===== src/rtl/sayac_pkg.sv =====
// Shared definitions for the SAYAC control/datapath netlist: opcodes,
// controller states, instruction field widths and small decode helpers.
package sayac_pkg;

    localparam int DATA_W = 16;
    localparam int OPC_W  = 4;
    localparam int REG_W  = 4;
    localparam int IMM_W  = 8;

    localparam logic [OPC_W-1:0] OP_NOP = 4'h0;
    localparam logic [OPC_W-1:0] OP_ANR = 4'h1;
    localparam logic [OPC_W-1:0] OP_ADR = 4'h2;
    localparam logic [OPC_W-1:0] OP_SUR = 4'h3;
    localparam logic [OPC_W-1:0] OP_NTR = 4'h4;
    localparam logic [OPC_W-1:0] OP_SLR = 4'h5;
    localparam logic [OPC_W-1:0] OP_MSI = 4'h6;
    localparam logic [OPC_W-1:0] OP_MHI = 4'h7;
    localparam logic [OPC_W-1:0] OP_ADI = 4'h8;
    localparam logic [OPC_W-1:0] OP_LDR = 4'h9;
    localparam logic [OPC_W-1:0] OP_STR = 4'hA;
    localparam logic [OPC_W-1:0] OP_JMR = 4'hB;
    localparam logic [OPC_W-1:0] OP_JMI = 4'hC;
    localparam logic [OPC_W-1:0] OP_BRZ = 4'hD;

    typedef enum logic [1:0] {
        ST_IDLE  = 2'd0,
        ST_FETCH = 2'd1,
        ST_EXEC  = 2'd2,
        ST_MEM   = 2'd3
    } state_t;

    // Sign-extend the 8-bit immediate to the datapath width.
    function automatic logic [DATA_W-1:0] sign_ext8(input logic [IMM_W-1:0] imm);
        sign_ext8 = {{(DATA_W-IMM_W){imm[IMM_W-1]}}, imm};
    endfunction

    // Opcodes that deliver a value to rd.
    function automatic logic writes_rd(input logic [OPC_W-1:0] op);
        case (op)
            OP_ANR, OP_ADR, OP_SUR, OP_NTR, OP_SLR, OP_MSI,
            OP_MHI, OP_ADI, OP_LDR, OP_JMR, OP_JMI: writes_rd = 1'b1;
            default:                                 writes_rd = 1'b0;
        endcase
    endfunction

endpackage


===== src/rtl/sayac_alu.sv =====
// Combinational execute unit: computes the rd result and the next PC for the
// single-cycle (non-memory) instructions. 'a' is read port 1, 'b' read port 2,
// 'pc' is the already-incremented program counter.
module sayac_alu
    import sayac_pkg::*;
(
    input  logic [OPC_W-1:0]  op,
    input  logic [DATA_W-1:0] a,
    input  logic [DATA_W-1:0] b,
    input  logic [IMM_W-1:0]  imm8,
    input  logic [DATA_W-1:0] pc,
    output logic [DATA_W-1:0] result,
    output logic [DATA_W-1:0] pc_next,
    output logic              branch_taken
);

    logic [DATA_W-1:0] sx;
    assign sx = sign_ext8(imm8);

    // Per-opcode result and control-flow evaluation
    always_comb begin
        result       = 16'h0000;
        pc_next      = pc;
        branch_taken = 1'b0;
        case (op)
            OP_ANR: result = a & b;
            OP_ADR: result = a + b;
            OP_SUR: result = a - b;
            OP_NTR: result = ~a;
            OP_SLR: result = a << b[3:0];
            OP_MSI: result = sx;
            OP_MHI: result = {imm8, a[7:0]};
            OP_ADI: result = a + sx;
            OP_JMR: begin
                result       = pc;
                pc_next      = a;
                branch_taken = 1'b1;
            end
            OP_JMI: begin
                result       = pc;
                pc_next      = pc + sx;
                branch_taken = 1'b1;
            end
            OP_BRZ: begin
                if (a == 16'h0000) begin
                    pc_next      = pc + sx;
                    branch_taken = 1'b1;
                end else begin
                    pc_next      = pc;
                    branch_taken = 1'b0;
                end
            end
            default: begin
                result       = 16'h0000;
                pc_next      = pc;
                branch_taken = 1'b0;
            end
        endcase
    end

endmodule


===== src/rtl/lgc_netlist_ver.sv =====
// SAYAC processor control and datapath without the register file. A four-state
// multicycle controller fetches over the shared memory bus, executes in one
// cycle, and uses an extra state for loads and stores. TRF reads come back
// combinationally on p1TRF/p2TRF.
module lgc_netlist_ver
    import sayac_pkg::*;
(
    input  logic              clk,
    input  logic              rst,
    input  logic              readyMEM,
    input  logic [DATA_W-1:0] dataBusIn,
    input  logic [DATA_W-1:0] p1TRF,
    input  logic [DATA_W-1:0] p2TRF,
    output logic              readMM,
    output logic              writeMM,
    output logic [DATA_W-1:0] dataBusOut,
    output logic [DATA_W-1:0] addrBus,
    output logic [REG_W-1:0]  outMuxrs1,
    output logic [REG_W-1:0]  outMuxrs2,
    output logic [REG_W-1:0]  outMuxrd,
    output logic [DATA_W-1:0] inDataTRF,
    output logic              writeTRF,
    output logic              readInst
);

    state_t            state;
    state_t            state_next;
    logic [DATA_W-1:0] pc;
    logic [DATA_W-1:0] ir;
    logic              load_ir;
    logic              load_pc;

    logic [OPC_W-1:0]  op;
    logic [REG_W-1:0]  rs2;
    logic [REG_W-1:0]  rs1;
    logic [REG_W-1:0]  rd;
    logic [IMM_W-1:0]  imm8;

    logic [DATA_W-1:0] alu_result;
    logic [DATA_W-1:0] alu_pc_next;
    logic              alu_taken;

    assign op   = ir[15:12];
    assign rs2  = ir[11:8];
    assign rs1  = ir[7:4];
    assign rd   = ir[3:0];
    assign imm8 = ir[11:4];

    sayac_alu u_alu (
        .op           (op),
        .a            (p1TRF),
        .b            (p2TRF),
        .imm8         (imm8),
        .pc           (pc),
        .result       (alu_result),
        .pc_next      (alu_pc_next),
        .branch_taken (alu_taken)
    );

    // TRF addressing: instructions operating on R[rd] read it through a port
    always_comb begin
        outMuxrd = rd;
        if ((op == OP_MHI) || (op == OP_ADI) || (op == OP_BRZ)) begin
            outMuxrs1 = rd;
        end else begin
            outMuxrs1 = rs1;
        end
        if (op == OP_STR) begin
            outMuxrs2 = rd;
        end else begin
            outMuxrs2 = rs2;
        end
    end

    // Controller state, program counter and instruction register
    always_ff @(posedge clk) begin
        if (rst) begin
            state <= ST_IDLE;
            pc    <= 16'h0000;
            ir    <= 16'h0000;
        end else begin
            state <= state_next;
            if (load_ir) begin
                ir <= dataBusIn;
                pc <= pc + 16'd1;
            end else if (load_pc) begin
                pc <= alu_pc_next;
            end
        end
    end

    // Next-state decode and bus/TRF output drive; unused outputs stay zero
    always_comb begin
        state_next = state;
        readMM     = 1'b0;
        writeMM    = 1'b0;
        readInst   = 1'b0;
        addrBus    = 16'h0000;
        dataBusOut = 16'h0000;
        inDataTRF  = 16'h0000;
        writeTRF   = 1'b0;
        load_ir    = 1'b0;
        load_pc    = 1'b0;
        case (state)
            ST_IDLE: begin
                state_next = ST_FETCH;
            end
            ST_FETCH: begin
                readMM   = 1'b1;
                readInst = 1'b1;
                addrBus  = pc;
                if (readyMEM) begin
                    load_ir    = 1'b1;
                    state_next = ST_EXEC;
                end else begin
                    state_next = ST_FETCH;
                end
            end
            ST_EXEC: begin
                if ((op == OP_LDR) || (op == OP_STR)) begin
                    state_next = ST_MEM;
                end else begin
                    state_next = ST_FETCH;
                    writeTRF   = writes_rd(op);
                    inDataTRF  = writes_rd(op) ? alu_result : 16'h0000;
                    load_pc    = alu_taken;
                end
            end
            ST_MEM: begin
                addrBus = p1TRF;
                if (op == OP_LDR) begin
                    readMM = 1'b1;
                    if (readyMEM) begin
                        writeTRF   = 1'b1;
                        inDataTRF  = dataBusIn;
                        state_next = ST_FETCH;
                    end else begin
                        state_next = ST_MEM;
                    end
                end else begin
                    writeMM    = 1'b1;
                    dataBusOut = p2TRF;
                    if (readyMEM) begin
                        state_next = ST_FETCH;
                    end else begin
                        state_next = ST_MEM;
                    end
                end
            end
            default: begin
                state_next = ST_IDLE;
            end
        endcase
    end

endmodule


===== config.mk =====
export PLATFORM = sky130hd
export DESIGN_NAME = lgc_netlist_ver
export DESIGN_NICKNAME = d
export VERILOG_FILES = /design/src/rtl/sayac_pkg.sv /design/src/rtl/sayac_alu.sv /design/src/rtl/lgc_netlist_ver.sv
export SDC_FILE = /design/constraint.sdc
export NUM_CORES = 1
export LEC_CHECK = 0
export CAP_MARGIN = 20
export CORE_MARGIN = 1.5
export CORE_UTILIZATION = 45
export DETAILED_ROUTE_END_ITERATION = 8
export DONT_BUFFER_PORTS = 1
export GPL_TIMING_DRIVEN = 0
export PLACE_DENSITY = 0.62
export SYNTH_ARGS = -nofsm -noshare
export SYNTH_HDL_FRONTEND = slang
export SYNTH_SLANG_ARGS = --single-unit

===== constraint.sdc =====
create_clock -name clk -period 10.59 [get_ports clk]
set_input_delay 1.059 -clock clk [delete_from_list [all_inputs] [get_ports clk]]
set_output_delay 1.059 -clock clk [all_outputs]
set_load 0.05 [all_outputs]

==> results.json <==
{
  "critPathCaptureType": "output port",
  "vdd_ir_drop_max_v": 0.0000673,
  "synthArstFlopShare": 0,
  "setup_slack_ps": 3340,
  "drive_above_1_share": 0.0682,
  "seqPwrFrac": 0.277,
  "viasPerCell": 6.90,
  "rsz0062_at_grt": "false",
  "portBuffers": 0,
  "cts_hold_buf": 0,
  "ys_ff_latch": 35,
  "core-area_sq_um": 12700,
  "wl_per_cell_um": 25.7,
  "antenna_cells": 0,
  "min_period_ps": 7250,
  "yosysWarningCount": 0,
  "drv_slew": 0,
  "numCtsBuffers": 5,
  "r2r_end": "pc[14]",
  "relSlewSlack": 0.209,
  "worst_slew_pin_slew_ps": 1210,
  "numClockSinks": 35,
  "dp.cells": 1029,
  "postCtsSetupBuffers": 0,
  "synth_ff_type": "dfxtp_1",
  "ant_nets": 0,
  "worstHoldPathType": "reg -> reg",
  "finalNetCount": 952,
  "die_y_um": 118,
  "track_usage": 0.374,
  "endpoint": "inDataTRF[15]",
  "first_pass_iters": 8,
  "critPathLaunchType": "input pin",
  "overflow": 0,
  "r2r_slack_ps": 7700,
  "pwr-share-clk": 0.339,
  "syn_area_per_cell_sq_um": 6.92,
  "leakage_nw": 2.33,
  "arrival_ps": 6190,
  "cts_max_level": 2,
  "antenna_found_initial": 0,
  "first_global_vias": 6473,
  "synth_edf_count": 0,
  "place_hpwl_um": 20900,
  "cts_resized": 0,
  "timing.hold.ws_ps": 491,
  "cts_root_buf": "clkbuf_16",
  "cap_violations": 0,
  "final.setup.tns_ps": 0,
  "fin_cells": 1037,
  "grt_pass1_wl_um": 39700,
  "power.switching_fraction": 0.399,
  "path_max_fanout": 10,
  "place_ws_ps": 3440,
  "via_count": 7155,
  "start_util": 0.464,
  "grt_max_degree": 14,
  "r2r.worst_path.cells": 8,
  "place_congestion": 0.999,
  "synthCells": 854,
  "comb_power_share": 0.383,
  "die-area_sq_um": 13800,
  "worstPathRequired_ps": 9530,
  "finalCritPeriodShare": 0.685,
  "cts_tree": "done",
  "crit_start": "p2TRF[1]",
  "reg2reg_from": "ir[6]",
  "synth_nets": 942,
  "p_per_area_nw_per_um2": 84.6,
  "boundaryPins": 115,
  "yosys.cell_types.count": 73,
  "clock_latency_ps": 300,
  "clock_skew_ps": 11.4,
  "utilization": 0.497,
  "p_int_uw": 322,
  "clk_pin_slew_ps": 70,
  "fmax_mhz": 138,
  "crit_type": "in -> out",
  "hold_viol_final": 0,
  "switching_power_uw": 214,
  "setup_viol": 0,
  "die_width_um": 118,
  "cts_buffer_depth": 2,
  "area_growth_pct": 7.09,
  "fp-row-count": 41,
  "first_iter_violations": 938,
  "status": "finished, final reports clean",
  "seq_area_frac_synth": 0.119,
  "wirelength_um": 26600,
  "syn_area_sq_um": 5910,
  "drc": 0
}
## worst min path at each step
| stage | startpoint | to | slack (ps) | cells after the start |
|---|---|---|---|---|
| 2_1_floorplan | ir[2] | ir[2] | 460 | 2 |
| 3_5_place_dp | ir[2] | ir[2] | 480 | 2 |
| 3_3_place_gp | ir[2] | ir[2] | 470 | 2 |
| 4_1_cts | ir[2] | ir[2] | 490 | 2 |
| 5_1_grt | ir[2] | ir[2] | 530 | 2 |
| 6_report | ir[2] | ir[2] | 490 | 2 |
## registers in the layout, summed over array words and instances, names as in the netlist, named ones only
register,cells
pc,16
state,2
ir,16
## worst max-delay path, stage by stage
cell and delay [ps]:
buf_2 180, inv_1 110, clkbuf_1 430, ha_1 290
nor3b_2 320, nand3_1 200, or3_1 380, or3_1 370
a221o_1 380, ha_1 340, and3_1 200, a221o_1 370
a21o_1 200, a21o_1 170, a41oi_1 190, xnor2_1 90
o221ai_1 900
## layout by cell type (no fill, tap or decap), types with 10 or more instances in the layout
master    count
o22ai_1      19
nor3_1       20
buf_2        11
a221oi_1     10
mux2i_1      34
nor4_1       12
nor2b_1      28
nand2b_1     13
nand3_1      18
and2_1       19
a21oi_1      73
nand2_1     125
o21ai_1      11
dfxtp_1      35
inv_1        20
a21o_1       15
o21ai_0      55
ha_1         35
mux2_2       11
a221o_1      20
xor2_1       20
a211oi_1     11
clkbuf_1     40
nor2_1       62
## synthesized netlist by cell type (12+ instances only)
cell      number  area share
nor2b_1       28       0.030
nand2_1      125       0.079
xor2_1        20       0.030
a221o_1       20       0.034
o22ai_1       19       0.020
nand3_1       18       0.015
nor3_1        21       0.018
nor4_1        12       0.013
dfxtp_1       35        0.12
nand2b_1      13       0.014
o21ai_0       57       0.048
mux2i_1       34       0.058
nor2_1        62       0.039
clkbuf_1      40       0.025
and2_1        19       0.020
inv_1         20       0.013
a21oi_1       73       0.062
ha_1          35       0.074
a21o_1        15       0.019
## logic make-up (layout without fill, tap and decap cells)
group	count (synthesis)	count (layout)	share of synthesized area
AO/OA/AOI/OAI	279	279	0.312
XOR/XNOR	27	27	0.0400
buffers and inverters	84	95	0.0608
adder cells (fa/ha/maj)	37	37	0.0809
multiplexers	50	50	0.0976
AND/OR/NAND/NOR	342	342	0.290
flip-flops	35	35	0.119
## final cells by class
type	count	area [sq um]
buffer	63	280
clock buffer	5	125
clock inverter	3	46.3
fill	1386	6390
inverter	21	78.8
multi-input combinational	735	4860
sequential	35	701
tap	172	215
timing repair buffer	3	22.5
## power by group through the flow
stage	clock [mW]	sequential, mW	combinational (mW)
global placement	0	0.151	0.196
global route	0.187	0.149	0.220
floorplan	0	0.145	0.155
CTS	0.183	0.148	0.201
detailed placement	0	0.151	0.199
finish	0.182	0.149	0.205
## metal layers
metal  vias up  wire [um]  global-route usage  part of all wire
li1       3206          -                   -                 -
met1      3403      11200               0.528              0.42
met2       482      11600               0.572              0.44
met3        64       3040              0.0785              0.11
met4         0        805               0.106             0.030
met5         -          0                   0                 0
## stage by stage
stage               power (mW)  cell area [sq um]
floorplan                0.300               5910
global placement         0.347               6120
detailed placement       0.350               6160
CTS                      0.531               6330
global route             0.556               6330
finish                   0.536               6330
No activity file was read; power rests on OpenSTA's default activity.
